[src/rtl/y_mem_stage_pkg.sv]
// Shared definitions for the memory stage.
// - Holds the FSM state type and the datapath width.
// - Holds the default ack timeout.
// - Holds the RISC-V major opcodes used by the datapath control.
package y_mem_stage_pkg;

  localparam int DATA_W          = 32;
  localparam int DEFAULT_TIMEOUT = 15;

  localparam logic [6:0] OP_LOAD   = 7'h03;
  localparam logic [6:0] OP_STORE  = 7'h23;
  localparam logic [6:0] OP_RTYPE  = 7'h33;
  localparam logic [6:0] OP_ITYPE  = 7'h13;
  localparam logic [6:0] OP_BRANCH = 7'h63;
  localparam logic [6:0] OP_JAL    = 7'h6F;

  typedef enum logic {
    IDLE = 1'b0,
    WAIT = 1'b1
  } state_t;

endpackage

[src/rtl/y_mem_stage_if.sv]
// Data-memory bus between the memory stage (master) and the memory (slave).
// - master drives mem_req, mem_we, mem_addr and mem_wdata.
// - master receives mem_rdata and mem_ack.
// - mem_rdata is valid in the cycle mem_ack pulses.
interface y_mem_stage_if;
  import y_mem_stage_pkg::*;

  logic              mem_req;
  logic              mem_we;
  logic [DATA_W-1:0] mem_addr;
  logic [DATA_W-1:0] mem_wdata;
  logic [DATA_W-1:0] mem_rdata;
  logic              mem_ack;

  modport master (
    output mem_req, mem_we, mem_addr, mem_wdata,
    input  mem_rdata, mem_ack
  );

  modport slave (
    input  mem_req, mem_we, mem_addr, mem_wdata,
    output mem_rdata, mem_ack
  );
endinterface

[src/rtl/y_timeout_ctr.sv]
// Ack timeout counter for the memory stage.
// Ports:
//   clk, rst_n : clock and asynchronous active-low reset
//   clr        : restart the count at zero, used on entry to WAIT
//   en         : one WAIT cycle passed without an ack
//   expired    : this enabled cycle is the TIMEOUT-th without an ack
module y_timeout_ctr
  import y_mem_stage_pkg::*;
#(
  parameter int TIMEOUT = DEFAULT_TIMEOUT
) (
  input  logic clk,
  input  logic rst_n,
  input  logic clr,
  input  logic en,
  output logic expired
);

  localparam int CW = ($clog2(TIMEOUT + 1) > 4) ? $clog2(TIMEOUT + 1) : 4;

  logic [CW-1:0] cnt_p1;

  always_ff @(posedge clk or negedge rst_n) begin
    if (!rst_n) begin
      cnt_p1 <= '0;
    end else if (clr) begin
      cnt_p1 <= '0;
    end else if (en) begin
      cnt_p1 <= cnt_p1 + CW'(1);
    end
  end

  // The count holds the number of ack-less WAIT cycles already seen. The
  // increment in this cycle would make it reach TIMEOUT, so the abort
  // decision is taken now and appears on the outputs one cycle later.
  assign expired = en && (cnt_p1 == CW'(TIMEOUT - 1));

endmodule

[src/rtl/y_mem_stage.sv]
// MEM pipeline stage: issues loads/stores on the memory bus and produces a
// single writeback or error pulse per instruction.
// Ports:
//   clk, rst_n                  : clock and asynchronous active-low reset
//   in_valid, z, rd2            : EX result (address / ALU value) and store data
//   MemRead, MemWrite, RegWrite : control bits of the presented instruction
//   stall                       : upstream must hold while the access is outstanding
//   mem                         : memory bus (master side)
//   wb_valid, wb_we, wb_data    : writeback pulse, reg-file enable and data
//   err                         : fault pulse (misaligned, illegal or timeout)
module y_mem_stage
  import y_mem_stage_pkg::*;
#(
  parameter int TIMEOUT = DEFAULT_TIMEOUT
) (
  input  logic              clk,
  input  logic              rst_n,
  input  logic              in_valid,
  input  logic [DATA_W-1:0] z,
  input  logic [DATA_W-1:0] rd2,
  input  logic              MemRead,
  input  logic              MemWrite,
  input  logic              RegWrite,
  output logic              stall,
  y_mem_stage_if.master     mem,
  output logic              wb_valid,
  output logic              wb_we,
  output logic [DATA_W-1:0] wb_data,
  output logic              err
);

  state_t            state_p1, state_d;
  logic              req_p1, req_d;
  logic              we_p1, we_d;
  logic [DATA_W-1:0] addr_p1, addr_d;
  logic [DATA_W-1:0] wdata_p1, wdata_d;
  logic              rw_p1, rw_d;
  logic              wbv_p1, wbv_d;
  logic              wbwe_p1, wbwe_d;
  logic [DATA_W-1:0] wbdata_p1, wbdata_d;
  logic              err_p1, err_d;
  logic              ctr_clr, ctr_en, ctr_expired;

  // An ack cycle never counts toward the timeout, so a coincident ack wins.
  assign ctr_en = (state_p1 == WAIT) && !mem.mem_ack;

  y_timeout_ctr #(.TIMEOUT(TIMEOUT)) u_ctr (
    .clk     (clk),
    .rst_n   (rst_n),
    .clr     (ctr_clr),
    .en      (ctr_en),
    .expired (ctr_expired)
  );

  always_comb begin
    state_d  = state_p1;
    req_d    = req_p1;
    we_d     = we_p1;
    addr_d   = addr_p1;
    wdata_d  = wdata_p1;
    rw_d     = rw_p1;
    wbv_d    = 1'b0;
    wbwe_d   = 1'b0;
    wbdata_d = wbdata_p1;
    err_d    = 1'b0;
    ctr_clr  = 1'b0;
    unique case (state_p1)
      IDLE: begin
        if (in_valid) begin
          if (!MemRead && !MemWrite) begin
            wbv_d    = 1'b1;
            wbwe_d   = RegWrite;
            wbdata_d = z;
          end else if ((z[1:0] != 2'b00) || (MemRead && MemWrite)) begin
            err_d = 1'b1;
          end else begin
            addr_d  = z;
            wdata_d = rd2;
            we_d    = MemWrite;
            rw_d    = RegWrite;
            req_d   = 1'b1;
            ctr_clr = 1'b1;
            state_d = WAIT;
          end
        end
      end
      WAIT: begin
        if (mem.mem_ack) begin
          req_d   = 1'b0;
          we_d    = 1'b0;
          wbv_d   = 1'b1;
          state_d = IDLE;
          if (we_p1) begin
            wbdata_d = addr_p1;
            wbwe_d   = 1'b0;
          end else begin
            wbdata_d = mem.mem_rdata;
            wbwe_d   = rw_p1;
          end
        end else if (ctr_expired) begin
          req_d   = 1'b0;
          we_d    = 1'b0;
          err_d   = 1'b1;
          state_d = IDLE;
        end
      end
      default: state_d = IDLE;
    endcase
  end

  // ---- stage boundary: registered bus request and writeback outputs ----
  always_ff @(posedge clk or negedge rst_n) begin
    if (!rst_n) begin
      state_p1  <= IDLE;
      req_p1    <= 1'b0;
      we_p1     <= 1'b0;
      addr_p1   <= '0;
      wdata_p1  <= '0;
      rw_p1     <= 1'b0;
      wbv_p1    <= 1'b0;
      wbwe_p1   <= 1'b0;
      wbdata_p1 <= '0;
      err_p1    <= 1'b0;
    end else begin
      state_p1  <= state_d;
      req_p1    <= req_d;
      we_p1     <= we_d;
      addr_p1   <= addr_d;
      wdata_p1  <= wdata_d;
      rw_p1     <= rw_d;
      wbv_p1    <= wbv_d;
      wbwe_p1   <= wbwe_d;
      wbdata_p1 <= wbdata_d;
      err_p1    <= err_d;
    end
  end

  assign stall         = (state_p1 == WAIT);
  assign mem.mem_req   = req_p1;
  assign mem.mem_we    = we_p1;
  assign mem.mem_addr  = addr_p1;
  assign mem.mem_wdata = wdata_p1;
  assign wb_valid      = wbv_p1;
  assign wb_we         = wbwe_p1;
  assign wb_data       = wbdata_p1;
  assign err           = err_p1;

endmodule
[src/flat_wrapper.sv]
// flat-port wrapper written by rule: the top's interface ports become plain ports
module y_mem_stage_flat import y_mem_stage_pkg::*;
#(
  parameter int TIMEOUT = DEFAULT_TIMEOUT
)
  (clk, rst_n, in_valid, z, rd2, MemRead, MemWrite, RegWrite, stall, wb_valid, wb_we, wb_data, err, mem_mem_req, mem_mem_we, mem_mem_addr, mem_mem_wdata, mem_mem_rdata, mem_mem_ack);
  y_mem_stage_if mem_i ();
  input  logic clk;
  input  logic rst_n;
  input  logic in_valid;
  input  logic [DATA_W-1:0] z;
  input  logic [DATA_W-1:0] rd2;
  input  logic MemRead;
  input  logic MemWrite;
  input  logic RegWrite;
  output logic stall;
  output logic wb_valid;
  output logic wb_we;
  output logic [DATA_W-1:0] wb_data;
  output logic err;
  output wire logic [$bits(mem_i.mem_req)-1:0] mem_mem_req;
  output wire logic [$bits(mem_i.mem_we)-1:0] mem_mem_we;
  output wire logic [$bits(mem_i.mem_addr)-1:0] mem_mem_addr;
  output wire logic [$bits(mem_i.mem_wdata)-1:0] mem_mem_wdata;
  input wire logic [$bits(mem_i.mem_rdata)-1:0] mem_mem_rdata;
  input wire logic [$bits(mem_i.mem_ack)-1:0] mem_mem_ack;
  assign mem_mem_req = mem_i.mem_req;
  assign mem_mem_we = mem_i.mem_we;
  assign mem_mem_addr = mem_i.mem_addr;
  assign mem_mem_wdata = mem_i.mem_wdata;
  assign mem_i.mem_rdata = mem_mem_rdata;
  assign mem_i.mem_ack = mem_mem_ack;
  y_mem_stage #(.TIMEOUT(TIMEOUT)) u_core (.clk(clk), .rst_n(rst_n), .in_valid(in_valid), .z(z), .rd2(rd2), .MemRead(MemRead), .MemWrite(MemWrite), .RegWrite(RegWrite), .stall(stall), .mem(mem_i), .wb_valid(wb_valid), .wb_we(wb_we), .wb_data(wb_data), .err(err));
endmodule
[config.mk]
export PLATFORM = sky130hd
export DESIGN_NAME = y_mem_stage_flat
export DESIGN_NICKNAME = d
export VERILOG_FILES = /design/src/rtl/y_mem_stage_pkg.sv /design/src/rtl/y_mem_stage_if.sv /design/src/rtl/y_timeout_ctr.sv /design/src/rtl/y_mem_stage.sv /design/src/flat_wrapper.sv
export SDC_FILE = /design/constraint.sdc
export NUM_CORES = 1
export LEC_CHECK = 0
export ABC_AREA = 1
export CAP_MARGIN = 20
export CORE_ASPECT_RATIO = 0.8
export CORE_MARGIN = 10
export CORE_UTILIZATION = 46
export CTS_CLUSTER_SIZE = 40
export DETAILED_ROUTE_END_ITERATION = 10
export PLACE_DENSITY_LB_ADDON = 0.15
export SLEW_MARGIN = 20
export SYNTH_ARGS = -nofsm -noshare
export SYNTH_HDL_FRONTEND = slang
export SYNTH_SLANG_ARGS = --single-unit
[constraint.sdc]
create_clock -name clk -period 3.63 [get_ports clk]
set_input_delay 1.089 -clock clk [delete_from_list [all_inputs] [get_ports clk]]
set_output_delay 1.089 -clock clk [all_outputs]
set_load 0.02 [all_outputs]
==> flow_metrics.tcl <==
set metrics [dict create \
    use_met1_pct 25.8 \
    rsz0062_at_grt "no" \
    h-tree-depth 3 \
    chipHeight_um 112 \
    grt_overflow 0 \
    clkPwrFrac_pct 23.8 \
    synthDistinctLibCells 25 \
    detail-route-antenna-nets 0 \
    row_count 33 \
    finalCritPeriodShare_pct 75.6 \
    p_leak_uw 0.00352 \
    switching_power_uw 1370 \
    hpwl_um 11900 \
    grt_pass1_wl_um 26400 \
    power_frac_comb_pct 35.4 \
    grt_max_degree 65 \
    power_frac_seq_pct 40.8 \
    post-synth-top-count-cell "nand2_1" \
    synth_nets 712 \
    cts_tree "yes" \
    clockBufferDepth 2 \
    globalRouteTotalUtil_pct 21.7 \
    num_vias 4849 \
    yosysWarnings 0 \
    use_met2_pct 36.2 \
    cts_root_buffer "clkbuf_16" \
    clock_sinks 107 \
    place_congestion 0.849 \
    netlist_instances 607 \
    numCtsBuffers 9 \
    power_density_mw_per_mm2 549 \
    core-area_sq_mm 0.0103 \
    power_uw 3960 \
    slew-limit-headroom_pct 49.7 \
    ys_seq_area_share_pct 55.3 \
    ys_ff_latch 107 \
    cp-start-kind "primary input" \
    io_buffers 204 \
    drtIter0Drc 323 \
    wl_um 16700 \
    ctsHoldBuffers 0 \
    num_io_pins 205 \
    ys_top_cells_by_count "nand2_1, dfrtp_1, o21ai_0" \
    antenna_cells 0 \
    syn_area_sq_mm 0.00484 \
    die_area_sq_mm 0.0150 \
    grt_pass1_vias 4949 \
    fin_skew_ns 0.00678 \
    worst_pin_slew_ns 0.752 \
    vias_per_cell 5.15 \
    path_max_fanout 64 \
    async_flop_share_pct 100 \
    synth_top_area_cell "dfrtp_1" \
    drv_slew 0 \
    fin_hold_ws_ns 0.478 \
    setup_tns_ns 0 \
    synth_edf_count 0 \
    antenna_found_initial 0 \
    ys.flop_type "dfrtp_1" \
    fmax_mhz 364 \
    wl_per_cell_um 17.7 \
    cp_data_arrival_time_ns 3.02 \
    required_ns 3.91 \
    critPathKind "primary input to flop" \
    path_clk_slew_ns 0.07 \
    start_util_pct 47.1 \
    cts_resized 0 \
    ir_drop_v 0.000345 \
    crit_path_end_kind "flop" \
    hp-class "flop to flop" \
    drc 0 \
    first_pass_iters 5 \
    die_w_um 135 \
    clk_latency_ns 0.34 \
    postLayoutCoreUtil_pct 70.1 \
    p_int_uw 2580 \
    max_cap_viol_count 0 \
    synthDominantCellAreaShare_pct 55.3 \
    grt-busiest-layer "met2" \
    grtUsageMet3_pct 7.55 \
    post_cts_buffers 0 \
    syn2layout_area_growth_pct 49.0 \
    setup_violations 0 \
    status "complete, no violations" \
    hold_violations 0 \
    ys_top_cells_by_area "dfrtp_1, nand2_1, o21ai_0, nand3_1, nor2_1" \
    drive_gt1_share_pct 4.74 \
    switching_share_pct 34.7 \
    nNetsFinal 902 \
    postSynthAreaPerCell_sq_um 7.97 \
    period_minus_slack_ns 2.75 \
]
==> registers in the layout, indices dropped and copies added, names as in the netlist, 4 cells and up <==
register	cells
u_core.mem.mem_addr	32
u_core.mem.mem_wdata	32
u_core.wb_data	32
u_core.u_ctr.cnt_p1	4
==> logic make-up (layout without fill, tap and decap cells) <==
family / after synthesis / after routing / share of synthesized area [%]
buffers and inverters: 46 / 241 / 5.25
and+or+nand+nor: 380 / 380 / 31.1
DFF: 107 / 107 / 55.3
xor gates and xnor gates: 1 / 1 / 0.181
adders and majority gates: 2 / 2 / 0.517
AOI/OAI and AO/OA: 71 / 71 / 7.60
==> routing by layer <==
metal / routed length (um) / share of wire, % / up-vias
met1: 6750 / 40 / 2317
met4: 345 / 2.1 / 0
li1: - / - / 2286
met3: 1620 / 9.7 / 26
met5: 0 / 0 / -
met2: 7970 / 48 / 220
==> worst paths after layout <==
check	start	endpoint	slack, ns	depth (start not counted)
max	z[1]	u_core.mem.mem_addr[27]	0.88	8
min	u_core.mem.mem_req	u_core.mem.mem_req	0.48	2
max reg2reg	u_core.stall	u_core.mem.mem_addr[27]	1.56	6
min reg2reg	u_core.mem.mem_req	u_core.mem.mem_req	0.48	2
max in group asynchronous	rst_n	u_core.mem.mem_addr[18]	2.04	2
min in group asynchronous	rst_n	u_core.mem.mem_wdata[24]	0.78	1
==> area by class of cell <==
type	count	area (sq um)
clock buffer	10	239
inverter	11	43.8
timing repair buffer	214	2120
multi-input combinational	454	1910
clock inverter	6	46.3
fill	809	3070
sequential	107	2680
tap	140	175
==> power groups by stage <==
stage | combinational [uW] | sequential [uW] | clock (uW)
after detailed placement | 1410 | 1630 | 0
after floorplan | 346 | 1910 | 0
after global placement | 1380 | 1620 | 0
after CTS | 1420 | 1610 | 961
after global routing | 1510 | 1650 | 1010
final | 1400 | 1610 | 942
==> worst max-delay path, cell delays in order <==
cell	delay, ns
clkdlybuf4s50_1	0.43
nor2_1	0.17
nand2_1	0.12
nor2_2	0.14
nand2_4	0.25
inv_4	0.56
nand2_1	0.14
nand2_1	0.10
==> placed cells by master (no fill, tap or decap), types with 2 or more instances in the layout <==
master / n
o2bb2ai_1: 2
inv_1: 9
inv_6: 3
nor2_2: 3
nor2_1: 41
clkdlybuf4s50_1: 203
nand2_2: 3
ha_1: 2
buf_4: 10
clkbuf_16: 9
o21ai_1: 12
dfrtp_1: 107
clkinvlp_4: 2
o22ai_1: 2
o21ai_0: 53
nand3_1: 36
nand2_1: 293
==> stage by stage <==
stage	area (sq um)	instances	worst slack [ns]
after detailed placement	6930	926	0.545
final	7210	942	0.884
after floorplan	4840	607	1.76
after CTS	7210	942	0.902
after global routing	7210	942	0.712
after global placement	6910	925	0.580
Note: power is estimated with default switching activity, not from simulation.
